File: src/rtl/csr_trap_ctrl_if.sv
// Trap controller <-> CSR register file handshake: enables in, excep vector and mret select out.
interface csr_trap_ctrl_if #(
  parameter int unsigned width = 32
);
  logic             mstatus_mie;
  logic             mie_mtie;
  logic             mie_meie;
  logic             excep_taken;
  logic [width-1:0] excep;
  logic             is_mret;
  logic             trap_active;
  logic [3:0]       irq_cause;

  modport master (
    input  mstatus_mie, mie_mtie, mie_meie, excep_taken,
    output excep, is_mret, trap_active, irq_cause
  );

  modport slave (
    output mstatus_mie, mie_mtie, mie_meie, excep_taken,
    input  excep, is_mret, trap_active, irq_cause
  );
endinterface

File: src/rtl/csr_trap_ctrl.sv
// Machine-mode interrupt entry / mret exit sequencer: synchronise, mask, prioritise,
// drain the pipeline, hand a one-hot excep vector to the CSR file and flush the front end.
module csr_trap_ctrl #(
  parameter int unsigned width        = 32,
  parameter int unsigned DRAIN_CYCLES = 2,
  parameter int unsigned SYNC_STAGES  = 2
) (
  input  logic              clk,
  input  logic              reset,
  input  logic              timer_irq,
  input  logic              ext_irq,
  input  logic              instr_valid_wb,
  input  logic              is_mret_wb,
  output logic              stall_req,
  output logic              flush,
  csr_trap_ctrl_if.master   csr
);

  localparam logic [2:0] S_IDLE     = 3'd0;
  localparam logic [2:0] S_DRAIN    = 3'd1;
  localparam logic [2:0] S_COMMIT   = 3'd2;
  localparam logic [2:0] S_WAIT_ACK = 3'd3;
  localparam logic [2:0] S_IN_TRAP  = 3'd4;
  localparam logic [2:0] S_MRET     = 3'd5;

  localparam logic [3:0] CAUSE_TMR = 4'd7;
  localparam logic [3:0] CAUSE_EXT = 4'd11;

  logic [SYNC_STAGES-1:0] tmr_sync;
  logic [SYNC_STAGES-1:0] ext_sync;
  logic [2:0]             state;
  logic [3:0]             cnt;
  logic [3:0]             pend_cause;
  logic [3:0]             cause_q;
  logic                   active_q;

  logic       sync_tmr;
  logic       sync_ext;
  logic       tmr_req;
  logic       ext_req;
  logic       any_req;
  logic       mret_wb;
  logic [3:0] prio_cause;
  logic [3:0] commit_cause;
  logic [3:0] excep_cause;

  always_ff @(posedge clk or negedge reset) begin
    if (!reset) begin
      tmr_sync <= '0;
      ext_sync <= '0;
    end else begin
      tmr_sync <= {tmr_sync[SYNC_STAGES-2:0], timer_irq};
      ext_sync <= {ext_sync[SYNC_STAGES-2:0], ext_irq};
    end
  end

  assign sync_tmr   = tmr_sync[SYNC_STAGES-1];
  assign sync_ext   = ext_sync[SYNC_STAGES-1];
  assign ext_req    = sync_ext & csr.mie_meie & csr.mstatus_mie;
  assign tmr_req    = sync_tmr & csr.mie_mtie & csr.mstatus_mie;
  assign any_req    = ext_req | tmr_req;
  assign mret_wb    = instr_valid_wb & is_mret_wb;
  assign prio_cause = ext_req ? CAUSE_EXT : CAUSE_TMR;

  // The commit-cycle priority is final; if both requests vanish exactly at commit,
  // fall back to the last cause seen while draining so excep stays one-hot.
  assign commit_cause = any_req ? prio_cause : pend_cause;

  always_ff @(posedge clk or negedge reset) begin
    if (!reset) begin
      state      <= S_IDLE;
      cnt        <= '0;
      pend_cause <= '0;
      cause_q    <= '0;
      active_q   <= 1'b0;
    end else begin
      case (state)
        S_IDLE: begin
          if (mret_wb && active_q) begin
            state <= S_MRET;
          end else if (any_req && !active_q) begin
            state      <= S_DRAIN;
            cnt        <= 4'(DRAIN_CYCLES - 1);
            pend_cause <= prio_cause;
          end
        end
        S_DRAIN: begin
          if (!any_req) begin
            state <= S_IDLE;
          end else begin
            pend_cause <= prio_cause;
            if (cnt == '0) state <= S_COMMIT;
            else           cnt   <= cnt - 4'd1;
          end
        end
        S_COMMIT: begin
          cause_q  <= commit_cause;
          active_q <= 1'b1;
          state    <= S_WAIT_ACK;
        end
        S_WAIT_ACK: begin
          if (csr.excep_taken) state <= S_IN_TRAP;
        end
        S_IN_TRAP: begin
          if (mret_wb) state <= S_MRET;
        end
        S_MRET: begin
          active_q <= 1'b0;
          cause_q  <= '0;
          state    <= S_IDLE;
        end
        default: state <= S_IDLE;
      endcase
    end
  end

  always_comb begin
    excep_cause = '0;
    csr.excep   = '0;
    if (state == S_COMMIT) begin
      excep_cause = commit_cause;
      csr.excep   = width'(1) << excep_cause;
    end else if (state == S_WAIT_ACK) begin
      excep_cause = cause_q;
      csr.excep   = width'(1) << excep_cause;
    end
  end

  assign stall_req       = (state == S_DRAIN) | (state == S_COMMIT) | (state == S_WAIT_ACK);
  assign flush           = (state == S_COMMIT) | (state == S_MRET);
  assign csr.is_mret     = (state == S_MRET);
  assign csr.trap_active = active_q;
  assign csr.irq_cause   = cause_q;

endmodule

File: src/flat_wrapper.sv
// flat-port wrapper written by rule: the top's interface ports become plain ports
module csr_trap_ctrl_flat 
#(
  parameter int unsigned width        = 32,
  parameter int unsigned DRAIN_CYCLES = 2,
  parameter int unsigned SYNC_STAGES  = 2
)
  (clk, reset, timer_irq, ext_irq, instr_valid_wb, is_mret_wb, stall_req, flush, csr_mstatus_mie, csr_mie_mtie, csr_mie_meie, csr_excep_taken, csr_excep, csr_is_mret, csr_trap_active, csr_irq_cause);
  csr_trap_ctrl_if #(.width(width)) csr_i ();
  input  logic clk;
  input  logic reset;
  input  logic timer_irq;
  input  logic ext_irq;
  input  logic instr_valid_wb;
  input  logic is_mret_wb;
  output logic stall_req;
  output logic flush;
  input wire logic [$bits(csr_i.mstatus_mie)-1:0] csr_mstatus_mie;
  input wire logic [$bits(csr_i.mie_mtie)-1:0] csr_mie_mtie;
  input wire logic [$bits(csr_i.mie_meie)-1:0] csr_mie_meie;
  input wire logic [$bits(csr_i.excep_taken)-1:0] csr_excep_taken;
  output wire logic [$bits(csr_i.excep)-1:0] csr_excep;
  output wire logic [$bits(csr_i.is_mret)-1:0] csr_is_mret;
  output wire logic [$bits(csr_i.trap_active)-1:0] csr_trap_active;
  output wire logic [$bits(csr_i.irq_cause)-1:0] csr_irq_cause;
  assign csr_i.mstatus_mie = csr_mstatus_mie;
  assign csr_i.mie_mtie = csr_mie_mtie;
  assign csr_i.mie_meie = csr_mie_meie;
  assign csr_i.excep_taken = csr_excep_taken;
  assign csr_excep = csr_i.excep;
  assign csr_is_mret = csr_i.is_mret;
  assign csr_trap_active = csr_i.trap_active;
  assign csr_irq_cause = csr_i.irq_cause;
  csr_trap_ctrl #(.width(width), .DRAIN_CYCLES(DRAIN_CYCLES), .SYNC_STAGES(SYNC_STAGES)) u_core (.clk(clk), .reset(reset), .timer_irq(timer_irq), .ext_irq(ext_irq), .instr_valid_wb(instr_valid_wb), .is_mret_wb(is_mret_wb), .stall_req(stall_req), .flush(flush), .csr(csr_i));
endmodule
File: config.mk
export PLATFORM = sky130hd
export DESIGN_NAME = csr_trap_ctrl_flat
export DESIGN_NICKNAME = d
export VERILOG_FILES = /design/src/rtl/csr_trap_ctrl_if.sv /design/src/rtl/csr_trap_ctrl.sv /design/src/flat_wrapper.sv
export SDC_FILE = /design/constraint.sdc
export NUM_CORES = 1
export LEC_CHECK = 0
export BUFFER_PORTS_ARGS = -buffer_cell sky130_fd_sc_hd__buf_2
export CAP_MARGIN = 5
export CORE_ASPECT_RATIO = 0.8
export CORE_MARGIN = 8
export CORE_UTILIZATION = 53
export DETAILED_ROUTE_END_ITERATION = 8
export HOLD_SLACK_MARGIN = 0.03
export PLACE_DENSITY = 0.91
export RECOVER_POWER = 25
export SLEW_MARGIN = 0
export SYNTH_ARGS = -nofsm -noshare
export SYNTH_HDL_FRONTEND = slang
export SYNTH_SLANG_ARGS = --single-unit
export TNS_END_PERCENT = 50
File: constraint.sdc
create_clock -name clk -period 4 [get_ports clk]
set_input_delay 0.8 -clock clk [delete_from_list [all_inputs] [get_ports clk]]
set_output_delay 0.8 -clock clk [all_outputs]
set_load 0.05 [all_outputs]
Yosys cells after proc, flatten, opt, wreduce, memory -nomap -nowiden
Index checks and enable logic that the tools add are counted.
{ "totals": {"rom_bits": 0, "in_bits": 10, "latch_bits": 0, "register_bits": 20, "wordCells": 63, "ramBits": 0, "memories": 0} }
{ "classes": {"eq_ne": 13, "magnitude_cmp": 0, "reduce_logical": 10, "n_mul": 0, "div_mod_pow": 0, "n_shift": 2, "muxes": 21, "addsub": 1, "bitwise": 9} }
{ "op_table": {"columns": ["operator", "n"], "rows": [
  ["two-way mux 32 bit", 2],
  ["<< shifter 1 x 4 -> 32 bit, first input constant", 2],
  ["two-way mux 4 bit", 8],
  ["case mux 4 bit (2 select lines)", 3],
  ["two-way mux 3 bit", 6],
  ["case mux 3 bit (5 select lines)", 1],
  ["== test 3 x 2 -> 1 bit, second input constant", 2],
  ["== test 3 bit, second input constant", 2],
  ["inequality test 2 x 1 -> 1 bit, second input constant", 3],
  ["inequality test 2 bit, second input constant", 3],
  ["bitwise AND 1 bit", 5],
  ["AND reduction 5 bit", 1],
  ["logical NOT 4 bit", 1],
  ["OR 1 bit", 4],
  ["AND reduction 4 bit", 1],
  ["nonzero test 2 bit", 2],
  ["subtractor 4 x 1 -> 4 bit, second input constant", 1],
  ["== test 3 x 1 -> 1 bit, second input constant", 1],
  ["logical NOT 3 bit", 1],
  ["inequality test 3 x 1 -> 1 bit, second input constant", 1],
  ["inequality test 3 bit, second input constant", 1],
  ["AND reduction 3 bit", 1],
  ["logical AND 1 bit", 2],
  ["case mux 1 bit (2 select lines)", 1],
  ["logical NOT 1 bit", 1]
]} }

Logic depth before layout (Yosys ltp)
{ "depth": {"depth_word": 7, "depth_mapped": 6, "mapped_depth_nobuf": 6} }

Worst setup path before layout
No wires, ideal clock.
{ "synth_timing": {"path_kind": "in2out", "startpoint": "input csr_mstatus_mie", "endpoint": "output csr_excep[1]", "n_path_buf": 1, "setup_slack_ps": 784, "arrival_time_ps": 2416, "path_stages": 4, "required_ps": 3200, "path_cell_list": "buf_6 > a31o_1 > or4_4 > o22ai_1"} }
{ "synth_via": {"elab_chain_len": 5, "word_cells_on_any_way": 7, "cone_classes": "1 x shift; 3 x mux; 3 x bitwise"} }
{ "synth_lines": {"columns": ["element", "line", "rtl"], "rows": [
  ["start, declared", "flat_wrapper.sv:18", "input wire logic [$bits(csr_i.mstatus_mie)-1:0] csr_mstatus_mie;"],
  ["bitwise AND 1 bit (on tied branches)", "csr_trap_ctrl.sv:59, csr_trap_ctrl.sv:60", null],
  ["OR 1 bit / two-way mux 4 bit (equally long branches)", "csr_trap_ctrl.sv:61, csr_trap_ctrl.sv:63", null],
  ["two-way mux 4 bit *", null, null],
  ["<< shifter 1 x 4 -> 32 bit *", "csr_trap_ctrl.sv:122", "csr.excep = width'(1) << excep_cause;"],
  ["two-way mux 32 bit *", "csr_trap_ctrl.sv:120", "if (state == S_COMMIT) begin"],
  ["end, declared", "flat_wrapper.sv:22", "output wire logic [$bits(csr_i.excep)-1:0] csr_excep;"]
]} }
Mark *: on every way between the ends. The rest lies on a longest branch, timed or not.

Worst setup path after layout
{ "layout_timing": {"startpoint": "register u_core.state[0]", "endpoint": "output csr_excep[0]"} }
{ "layout_via": {"elab_chain_len": 3, "word_cells_on_any_way": 4, "cone_classes": "2 x eq/ne; 2 x mux"} }
{ "layout_lines": {"columns": ["element", "line", "rtl"], "rows": [
  ["start, declared", "csr_trap_ctrl.sv:31", "logic [2:0] state;"],
  ["start signal, assigned", "csr_trap_ctrl.sv:71", "state <= S_IDLE;"],
  ["start signal, assigned", "csr_trap_ctrl.sv:80", "state <= S_MRET;"],
  ["start signal, assigned", "csr_trap_ctrl.sv:82", "state <= S_DRAIN;"],
  ["== test 3 x 2 -> 1 bit", "csr_trap_ctrl.sv:123", "end else if (state == S_WAIT_ACK) begin"],
  ["two-way mux 32 bit", "csr_trap_ctrl.sv:123", null],
  ["two-way mux 32 bit *", "csr_trap_ctrl.sv:120", null]
]} }
Marks and branches as above.

==> results.cfg <==
[detailed_routing]
post_dr_vias_cell = 6.01
initialDrtViolationCount = 123
route.detailed.wl_per_inst_um = 16.6
route.final.wire_length_mm = 3.61
detailroute.via_count = 1305
drc = 0
ant_nets = 0
drt-pass1-iter-count = 4

[floorplanning]
ios = 50
dieArea_um2 = 4460
die-width_um = 72.7
floorplan.initialDensity_pct = 55.8
die_h_um = 61.4
core_area_um2 = 2440
row_count = 16

[final_layout]
syn2layout_area_growth_pct = 9.92
layout_cell_share_with_drive_strength_beyond_1_pct = 26.0
number_of_fill_cells_in_the_layout = 226
finish.cell_count_without_fillers = 217
nets = 194
antennaDiodeCount = 0

[critical_path]
largest_fanout_on_the_critical_path = 19
crit_required_ns = 3.20
crit_type = flip-flop to output port
timing.critical_path.arrival_ns = 2.37
setup.worst_path.end_class = output port
crit_path_start_kind = flip-flop

[timing]
period_share_pct = 79.3
worst_slew_margin_rel_pct = 31.5
period_needed_ns = 3.17
final-setup-viol-count = 0
hold_viol = 0
worst_margin_pin_slew_ns = 1.03
fin_worst_skew_ns = 0.00613
setup_tns_ns = 0
fmaxAchievable_mhz = 315
rsz0062_at_grt = false
final_max_slew_viol_count = 0
worst_slack_on_hold_paths_ns = 0.363

[logic_synthesis]
ys_types = 44
ys_seq_elements = 20
synth-edff-count = 0
synth_simple_gate_area_share_pct = 19.9
area_of_the_mapped_netlist_um2 = 1360
synth_fa_ha_area_share_pct = 0.918
synth.area.mux_share_pct = 0.735
post_synth_xor_area_fraction_pct = 0
ys_warn_count = 0
post_synth.cell_area_avg_um2 = 9.02
synth.yosys.seq_area_share_pct = 36.7
postSynth.asyncResetShare_pct = 100
netlist_instances = 151
postSynth.topFlopCell = sky130_fd_sc_hd__dfrtp_1
synth_compound_area_share_pct = 28.3
synth_top_family_by_area = compound AO/OA/AOI/OAI gates

[clocking]
clk_transition_reported_paths_ns = 0.10
cts_hold_repair.buffers = 0
cts_post_setup_buffers_inserted = 0
htree_levels = 1
cts-root-buf = sky130_fd_sc_hd__clkbuf_4
clk-insertion-delay-late_ns = 0.30
max-clock-path-buffers = 2
cts_repair_resized_insts = 0
clkSinkCount = 20
tritoncts = yes
tritoncts.num_buffers = 3

[place]
placed_cells_incl_taps = 214
dp_hpwl_mm = 2.79
place.port_buffers = 33
globalplace.congestion = 0.927

[global_routing]
initial_antenna_violation_count = 0
grt_max_degree = 21
global_route.usage.total_pct = 15.3
wire_length_of_the_first_global_routing_pass_mm = 5.55
total_congestion_overflow_after_global_routing = 0
number_of_global_route_vias_before_repair = 1206

[power_and_ir_drop]
p_leak_nw = 0.694
max-vdd-ir-drop_mv = 0.272
power_density_nw_per_um2 = 612

[flow_run]
max_cap_viols = 0

[outcome]
status = complete, no violations

[hold_path]
min_path_type = flip-flop to flip-flop
final timing paths:
check / startpoint / to / slack [ns] / cells past startpoint
worst max register to register: u_core.state[1] / u_core.cnt[1] / 2.38 / 3
worst max-delay path: u_core.state[0] / csr_excep[0] / 0.83 / 5
min in group asynchronous: reset / u_core.cnt[2] / 0.65 / 1
worst min-delay path: u_core.ext_sync[0] / u_core.ext_sync[1] / 0.36 / 0
max in group asynchronous: reset / u_core.pend_cause[0] / 2.73 / 1
worst min register to register: u_core.ext_sync[0] / u_core.ext_sync[1] / 0.36 / 0
per-layer routing:
layer / vias to the layer above / wire [um] / GRT usage, %
met5: - / 0 / 0
met4: 0 / 37 / 3.41
met3: 10 / 458 / 6.02
met2: 92 / 1670 / 24.3
met1: 604 / 1440 / 19.2
li1: 599 / - / -
synthesized netlist by cell type (3+ instances only):
cell type / number / share of area, %
sky130_fd_sc_hd__a22o_1: 4 / 2.6
sky130_fd_sc_hd__inv_1: 7 / 1.9
sky130_fd_sc_hd__dfrtp_1: 20 / 37
sky130_fd_sc_hd__and3_2: 3 / 1.7
sky130_fd_sc_hd__buf_4: 17 / 9.4
sky130_fd_sc_hd__nand2b_1: 3 / 1.4
sky130_fd_sc_hd__or3_1: 3 / 1.4
sky130_fd_sc_hd__nand2_1: 13 / 3.6
sky130_fd_sc_hd__o22ai_1: 12 / 5.5
sky130_fd_sc_hd__o2bb2ai_1: 4 / 2.6
sky130_fd_sc_hd__a21oi_1: 6 / 2.2
sky130_fd_sc_hd__nor2_1: 6 / 1.7
sky130_fd_sc_hd__nand3_1: 9 / 3.3
sky130_fd_sc_hd__a31oi_1: 4 / 1.8
placed cells by master (no fill, tap or decap), drive strengths merged, types with 2 or more instances in the layout:
master   Yosys  routed
buf         20      32
dfrtp       20      20
conb         1      16
nand2       13      13
o22ai       12      12
nand3        9       9
inv          7       7
nor2         7       7
a21oi        6       6
a22o         4       4
a31oi        4       4
o2bb2ai      4       4
clkbuf       1       4
o32ai        4       4
or3          3       3
and3         3       3
nand2b       3       3
a31o         3       3
or2b         2       2
nor3b        2       2
o31ai        2       2
nor3         2       2
o221ai       2       2
o21ai        2       2
and2         2       2
power by group:
part           leakage [nW]  switching (W)   total, W  internal, W
sequential            0.242       0.000115   0.000376     0.000261
clock                0.0138      0.0000568  0.0000919    0.0000351
combinational         0.438       0.000308   0.000448     0.000140
flip-flops by register name, indices dropped and copies added (netlist names):
| register | cells |
|---|---|
| u_core.cnt | 4 |
| u_core.csr.irq_cause | 4 |
| u_core.pend_cause | 4 |
| u_core.state | 3 |
| u_core.ext_sync | 2 |
| u_core.tmr_sync | 2 |
| u_core.csr.trap_active | 1 |
stage by stage:
| stage | worst slack [ns] | area [um2] | util (%) | total power, W |
|---|---|---|---|---|
| finish | 0.828 | 1500 | 61.3 | 0.000916 |
| global route | 0.736 | 1500 | 61.3 | 0.000970 |
| CTS | 0.864 | 1500 | 61.4 | 0.000914 |
| detailed placement | 0.990 | 1480 | 60.5 | 0.000822 |
| global placement | 1.06 | 1480 | 60.5 | 0.000797 |
| floorplan | 0.784 | 1420 | - | 0.000738 |
worst max-delay path, stage by stage, from the launching register on:
cell and delay, ns:
sky130_fd_sc_hd__dfrtp_1 0.73, sky130_fd_sc_hd__and2b_1 0.27, sky130_fd_sc_hd__nand2_1 0.09, sky130_fd_sc_hd__or3_1 0.41, sky130_fd_sc_hd__o32ai_2 0.25, sky130_fd_sc_hd__buf_2 0.32
kinds of logic (layout without fill, tap and decap cells):
| family | count (synthesis) | count (layout) |
|---|---|---|
| DFF | 20 | 20 |
| AOI/OAI and AO/OA | 51 | 51 |
| other | 1 | 16 |
| and+or+nand+nor | 49 | 49 |
| buffers and inverters | 28 | 43 |
| muxes | 1 | 1 |
| adders and majority gates | 1 | 1 |
layout make-up:
class | count | area, um2 | area share [%]
inverter | 7 | 26.3 | 1.75
tap | 36 | 45.0 | 3.01
clock buffer | 3 | 22.5 | 1.50
sequential | 20 | 500 | 33.4
multi-input combinational | 118 | 739 | 49.4
timing repair buffer | 33 | 164 | 10.9
(Power assumes the default switching activity.)
